--- src/rtl/ni_pkg.sv ---
// Shared types for the ejection network interface: flit type encoding and framing FSM states.
// The default flit width is 18 bits (16-bit payload plus 2-bit type field).
package ni_pkg;
  localparam int NI_DW = 18;
  localparam int TYPE_MSB = NI_DW - 1;
  localparam int TYPE_LSB = NI_DW - 2;

  typedef enum logic [1:0] {
    BODY   = 2'b00,
    TAIL   = 2'b01,
    HEAD   = 2'b10,
    SINGLE = 2'b11
  } flit_type_e;

  localparam logic [0:0] ST_IDLE = 1'b0;
  localparam logic [0:0] ST_PKT  = 1'b1;

  typedef enum logic [0:0] {
    IDLE = ST_IDLE,
    PKT  = ST_PKT
  } ni_state_e;
endpackage

--- src/rtl/ni_sync_fifo.sv ---
// Synchronous FIFO whose head is read straight from storage registers, so a push becomes
// visible on rdata one cycle later with no write-through bypass.
module ni_sync_fifo #(
   parameter int DW    = 18,
   parameter int DEPTH = 4
) (
   input  logic                     clk,
   input  logic                     rst,
   input  logic                     push,
   input  logic                     pop,
   input  logic [DW-1:0]            wdata,
   output logic [DW-1:0]            rdata,
   output logic                     full,
   output logic                     empty,
   output logic [$clog2(DEPTH):0]   count
);
   localparam int AW = $clog2(DEPTH);
   localparam logic [AW:0] DEPTH_C = (AW+1)'(DEPTH);

   logic [DW-1:0] mem [DEPTH];
   logic [AW-1:0] wr_ptr;
   logic [AW-1:0] rd_ptr;

   always_ff @(posedge clk) begin
      if (rst) begin
         wr_ptr <= '0;
         rd_ptr <= '0;
         count  <= '0;
      end else begin
         if (push) wr_ptr <= wr_ptr + 1'b1;
         if (pop)  rd_ptr <= rd_ptr + 1'b1;
         count <= count + (AW+1)'(push) - (AW+1)'(pop);
      end
   end

   // Storage needs no reset; count/empty qualify every read.
   always_ff @(posedge clk) begin
      if (push) mem[wr_ptr] <= wdata;
   end

   assign rdata = mem[rd_ptr];
   assign full  = (count == DEPTH_C);
   assign empty = (count == '0);
endmodule

--- src/rtl/noc_eject_ni.sv ---
// Router local-port ejection NI: buffers flits, returns one credit per freed slot and
// re-frames the flit stream into sop/eop packets. Optional counters under NI_STATS_EN.
module noc_eject_ni
   import ni_pkg::*;
#(
   parameter int DW    = NI_DW,
   parameter int DEPTH = 4
) (
   input  logic          clk,
   input  logic          rst,
   input  logic [DW-1:0] flit_data,
   input  logic          flit_valid,
   output logic          flit_ready,
   output logic          credit_upd,
   output logic [DW-3:0] pkt_data,
   output logic          pkt_sop,
   output logic          pkt_eop,
   output logic          pkt_valid,
   input  logic          pkt_ready,
   output logic          proto_err,
`ifdef NI_STATS_EN
   output logic [15:0]   stat_pkts,
   output logic [15:0]   stat_drops,
`endif
   output logic [0:0]    dbg_state
);
   // Valid/ready: a transfer happens on a rising edge where valid and ready are both high;
   // a source holds its data stable while valid is high and ready is low.
   localparam int AW = $clog2(DEPTH);
   localparam logic [AW:0] DEPTH_M1 = (AW+1)'(DEPTH - 1);

   logic [DW-1:0] head;
   logic          fifo_full;
   logic          fifo_empty;
   logic [AW:0]   count;
   flit_type_e    head_type;
   ni_state_e     state;
   logic          head_vld, drop, emit, pop, push, is_start, is_end, ready_nxt;

   ni_sync_fifo #(.DW(DW), .DEPTH(DEPTH)) u_fifo (
      .clk   (clk),
      .rst   (rst),
      .push  (push),
      .pop   (pop),
      .wdata (flit_data),
      .rdata (head),
      .full  (fifo_full),
      .empty (fifo_empty),
      .count (count)
   );

   assign head_type = flit_type_e'(head[DW-1:DW-2]);
   assign is_start  = (head_type == HEAD) || (head_type == SINGLE);
   assign is_end    = (head_type == TAIL) || (head_type == SINGLE);

   // Stray BODY/TAIL outside a packet is discarded without waiting for the PE.
   assign head_vld  = !rst && !fifo_empty;
   assign drop      = head_vld && (state == IDLE) && !is_start;
   assign pkt_valid = head_vld && !drop;
   assign emit      = pkt_valid && pkt_ready;
   assign pop       = drop || emit;
   assign push      = flit_valid && flit_ready;

   assign pkt_sop   = pkt_valid && is_start;
   assign pkt_eop   = pkt_valid && is_end;
   assign pkt_data  = pkt_valid ? head[DW-3:0] : '0;
   assign dbg_state = state;

   // Ready for next cycle reflects the occupancy after this cycle's push/pop.
   assign ready_nxt = !((fifo_full && !pop) || ((count == DEPTH_M1) && push && !pop));

   always_ff @(posedge clk) begin
      if (rst) begin
         state      <= IDLE;
         flit_ready <= 1'b0;
         credit_upd <= 1'b0;
         proto_err  <= 1'b0;
      end else begin
         flit_ready <= ready_nxt;
         credit_upd <= pop;
         if (drop || (emit && (state == PKT) && is_start)) proto_err <= 1'b1;
         if (emit) begin
            if (head_type == HEAD)  state <= PKT;
            else if (is_end)        state <= IDLE;
         end
      end
   end

`ifdef NI_STATS_EN
   always_ff @(posedge clk) begin
      if (rst) begin
         stat_pkts  <= '0;
         stat_drops <= '0;
      end else begin
         if (emit && is_end && (stat_pkts != 16'hFFFF))  stat_pkts  <= stat_pkts + 16'd1;
         if (drop && (stat_drops != 16'hFFFF))           stat_drops <= stat_drops + 16'd1;
      end
   end
`endif
endmodule

--- config.mk ---
export PLATFORM = sky130hd
export DESIGN_NAME = noc_eject_ni
export DESIGN_NICKNAME = d
export VERILOG_FILES = /design/src/rtl/ni_pkg.sv /design/src/rtl/ni_sync_fifo.sv /design/src/rtl/noc_eject_ni.sv
export SDC_FILE = /design/constraint.sdc
export NUM_CORES = 1
export LEC_CHECK = 0
export BUFFER_PORTS_ARGS = -buffer_cell sky130_fd_sc_hd__buf_2
export CELL_PAD_IN_SITES_DETAIL_PLACEMENT = 1
export CELL_PAD_IN_SITES_GLOBAL_PLACEMENT = 2
export CORE_MARGIN = 2
export CORE_UTILIZATION = 42
export DETAILED_ROUTE_END_ITERATION = 7
export HOLD_SLACK_MARGIN = 0.02
export PLACE_DENSITY_LB_ADDON = 0.2
export SLEW_MARGIN = 20
export SYNTH_ARGS = -nofsm -noshare
export SYNTH_HDL_FRONTEND = slang
export SYNTH_SLANG_ARGS = --single-unit
--- constraint.sdc ---
create_clock -name clk -period 3.4 [get_ports clk]
set_clock_uncertainty 0.2 [all_clocks]
set_input_delay 0.68 -clock clk [delete_from_list [all_inputs] [get_ports clk]]
set_output_delay 0.68 -clock clk [all_outputs]
set_load 0.05 [all_outputs]
* Word-level counts from Yosys, hierarchy flattened *
Memory sizes are Yosys's and may differ from the RTL's. A register that Yosys moved wholly into a read port is not among the register bits.
Cells that the tools add are included.

word-level totals
  register bits after elaboration = 11
  input port bits = 22
  output and inout port bits = 23
  memories kept = 1
  bits in writable memories = 72

memories
  name        depth  width  read ports  clocked after memory_dff  write ports  RTL line            RTL
  u_fifo.mem  4      18     1           1                         1            ni_sync_fifo.sv:20  logic [DW-1:0] mem [DEPTH];

cells by class
  eq/ne operators = 5
  add/sub/neg operators = 4
  bitwise gates (word level) = 1
  reductions and logical operators = 27
  mux-type cells = 7

operator list
  cell                                                             number
  16-bit 2-to-1 mux                                                1
  1-bit logical AND                                                13
  1-bit logical NOT                                                6
  1-bit logical OR                                                 5
  2-bit by 1-bit adder with 2-bit output, second input constant    2
  2-bit == test, second input constant                             2
  1-bit 2-to-1 mux                                                 4
  2-bit 2-to-1 mux                                                 2
  3-bit by 1-bit adder with 3-bit output                           1
  3-bit by 2-bit == test with 1-bit output, second input constant  1
  3-bit == test, second input constant                             1
  3-bit logical NOT                                                1
  3-bit by 1-bit subtractor with 3-bit output                      1
  2-bit by 1-bit == test with 1-bit output, second input constant  1
  2-bit AND reduction                                              1
  2-bit nonzero test                                               1
  1-bit NOT                                                        1

* Depth between registers and ports, before layout *
  word-level depth = 13
  mapped depth = 12

* By module *
From an unflattened synthesis, not the netlist that was laid out.

second synthesis, totals
  cells, all modules = 177
  area, all modules = 3419.5 µm²

by module, submodules not included
  module        cells an instance  area each (µm²)  seq. area each (µm²)  instances
  ni_sync_fifo  136                3079.2           2342.2                1
  noc_eject_ni  41                 340.3            80.1                  1

* Least setup slack after synthesis *
OpenSTA, ideal clock, no wires.

  path type = input to output
  from = in rst
  to = out pkt_data[10]
  data arrival time = 1.968 ns
  stages on the path = 4
  buffers on the path = 1
  slack = 0.552 ns
  required time = 2.520 ns
  cells stage by stage = nor2_1 o21ai_1 clkbuf_1 nor2b_1

on the way
  word-level cells in the longest chain between the ends = 7

ends and longest elaborated chain
  what                             RTL line            RTL
  start, declared                  noc_eject_ni.sv:10  input logic rst,
  1-bit logical NOT *              noc_eject_ni.sv:57  assign head_vld = !rst && !fifo_empty;
  1-bit logical AND *              noc_eject_ni.sv:57
  1-bit logical AND (2 in series)  noc_eject_ni.sv:58  assign drop = head_vld && (state == IDLE) && !is_start;
  1-bit logical NOT                noc_eject_ni.sv:59  assign pkt_valid = head_vld && !drop;
  1-bit logical AND *              noc_eject_ni.sv:59
  16-bit 2-to-1 mux *              noc_eject_ni.sv:66  assign pkt_data = pkt_valid ? head[DW-3:0] : '0;
  end, declared                    noc_eject_ni.sv:15  output logic [DW-3:0] pkt_data,

Mark *: on every way between the ends. The rest lies on a longest branch, timed or not.

==> summary.txt <==
Worst setup path
  – Critical path startpoint category: flop
  – Crit path kind: reg -> out
  – Critical path peak fanout: 17
  – Critical path endpoint category: output pin
  – Worst Path Required: 2.52 ns
  – Worst Path Arrival: approximately 2.1 ns

Pwr
  – Clock power frac: 25.4%
  – NetSw: 0.897 mW
  – Internal: ~1.9 mW
  – Switching Fraction: 32.5%
  – Pwr/cell area: 703 mW/mm2
  – Comb pwr share: 27.7%
  – Total power: about 2.8 mW
  – Maximum vdd drop: around 0.28 mV
  – Sequential power share: 46.9%
  – Leakage power: around 1.5 nW

Synthesis
  – Post-Syn Area: around 0.0034 mm2
  – Ys flop type: edfxtp_1
  – Area contributors post-synth: edfxtp_1, mux4_2, dfxtp_1
  – Cells after Synth: roughly 180
  – Seq/Total Area, Yosys: a little under three quarters
  – Synth top area share: 64.1%
  – Synthesized area per cell: ~18 um2
  – Syn_nets: roughly 210
  – Async S/R FF share, synth: 0%
  – Number of flops mapped to enable cells by yosys: 72
  – Most frequent cell after synthesis: edfxtp_1
  – Most frequent cells after synthesis: edfxtp_1, and2b_1, dfxtp_1
  – Synth Register Bits: between 80 and 90
  – Yosys cell types: 32
  – Synth warn: 0
  – Synth area leader: edfxtp_1

STA
  – Final Hold Fails: 0
  – Worst Slack Setup Final: between 0.4 and 0.5 ns
  – Min Hold Slack: ~0.25 ns
  – # setup viols final: 0
  – FMAX: between 0.3 and 0.4 GHz
  – Worst rel slew slack: slightly below 80%
  – Fin Setup TNS: 0 ns
  – Slew @ Worst Pin: ~0.33 ns
  – RSZ-0062 raised after global routing: false
  – Tmin final: 2.97 ns
  – Slew Viols, Final: 0
  – Period Utilization, post-route: 87.4%

Clock network
  – Cts hold-fix bufs: 0
  – Reg clk slew, reported paths: 0.08 ns
  – TritonCTS buffer count: 9
  – PostCTS Resize Cnt: 0
  – Worst-Skew Late Latency: 0.35 ns
  – Post-CTS Setup Inserts: 0
  – Bufs on Longest Clock Path: 2
  – H-tree depth: 3
  – Clock sink count: 85
  – Clock root cell: clkbuf_8
  – CTS tree: built

GRT
  – Gr ovfl total: 0
  – Total Routing Usage GR: about 15%
  – First-pass GRT wire length: about 9700 um
  – Largest net degree at the start of global routing: 19
  – Number of global-route vias before repair: about 2k
  – Initial antenna violation count: 0

Status
  – Outcome: complete, no violations

Finish
  – Util after Layout: between 50 and 60%
  – Net count, final: between 200 and 300
  – ANT cells: 0
  – Fraction of layout cells with a size suffix above 1: around 33%
  – Synthesis-to-finish area growth: 16.6%
  – Fillers: 776

Detailed routing
  – Via density per instance: around 5
  – First-pass iteration count of the detailed router: 4
  – Drt total wl: a little over 6000 um
  – DRT iter0 DRCs: 66
  – Post-route ant nets: 0
  – Via count: ~1.8k
  – WL/cell: approximately 18 um
  – Drc violations: 0

Place
  – # port buffers: 44
  – Hpwl dp: just over 4000 um
  – GPL Wtd Cong: roughly 0.74
  – Pre-CTS WS: just over 0.4 ns

Die
  – Core ar.: 0.00777 mm2
  – Die X: around 94 um
  – Initial Util: between 40 and 50%
  – Die ar.: 0.00876 mm2
  – Die H: 93.6 um
  – IO Pins: 45
  – # rows: 32

Min path
  – Worst hold path class: reg -> reg

Run
  – Max-cap violations: 0
[registers in the layout, summed over array words and instances, names as in the netlist, named ones only]
signal	count
u_fifo.mem	72
u_fifo.wr_ptr	2
flit_ready	1
credit_upd	1
dbg_state	1
proto_err	1
u_fifo.rd_ptr	2
u_fifo.count	3
[power groups by stage]
stage               Combinational (mW)  Sequential, mW  Clock, mW
floorplan                        0.555            1.35          0
global placement                 0.750            1.31          0
finish                           0.766            1.30      0.703
global route                     0.832            1.31      0.753
CTS                              0.783            1.30      0.722
detailed placement               0.782            1.32          0
[layer usage]
layer	share of wire [%]	wire, um	track usage, %	up-vias
met4	1.5	90	6.64	0
met1	41	2500	16.8	892
met2	53	3240	28.2	47
met3	3.8	230	2.66	12
li1	-	-	-	816
met5	0	0	0	-
[path summary, 6_finish.rpt]
check	from	end	slack (ns)	cells past startpoint
setup / recovery	flop	pkt_eop	0.43	4
setup reg to reg	flop	u_fifo.count[2]$_SDFF_PP0_	0.49	11
hold / removal	proto_err$_SDFFE_PP0P_	proto_err$_SDFFE_PP0P_	0.25	2
hold reg to reg	proto_err$_SDFFE_PP0P_	proto_err$_SDFFE_PP0P_	0.25	2
[layout by cell type (no fill, tap or decap), types with 2 or more instances in the layout]
cell        netlist  layout
a21oi_1           6       6
and2_1            2       2
and2b_1          14      14
and3_1            5       5
buf_2             1      44
buf_4             0       7
clkbuf_8          0       9
clkinvlp_4        0       2
dfxtp_1          13      13
edfxtp_1         72      72
ha_1              6       6
inv_1             8       8
inv_6             0       2
mux4_1            6       6
mux4_2           12      12
nor2_1            8       8
nor2b_1           4       4
o21ai_0           4       4
xnor2_1           2       2
[metrics by stage]
step           area, um2  std cells
2_1_floorplan       3370        184
3_5_place_dp        3730        329
6_report            3930        345
5_1_grt             3930        345
4_1_cts             3930        345
3_3_place_gp        3730        329
[critical path, cell delays in order, from the launching register on]
cell and delay, ns:
dfxtp_1 0.36, buf_4 0.33, mux4_1 0.67, and2b_1 0.19, buf_2 0.20
[cells by family after synthesis]
| logic type | share of synthesized area (%) |
|---|---|
| and+or+nand+nor | 7.24 |
| muxes | 12.7 |
| xor gates and xnor gates | 0.779 |
| DFF | 71.8 |
| AOI/OAI and AO/OA | 2.60 |
| adders and majority gates | 2.82 |
| buffers and inverters | 2.04 |
[cell type report]
type                       instances  area (um2)  share of cell area (%)
clock buffer                      10         128                    3.25
timing repair buffer              51         273                    6.94
clock inverter                     6        71.3                    1.81
sequential                        85        2420                    61.6
multi-input combinational         83         881                    22.4
tap                              102         128                    3.25
inverter                           8        30.0                   0.764
Power figures use the tool's default switching activity.
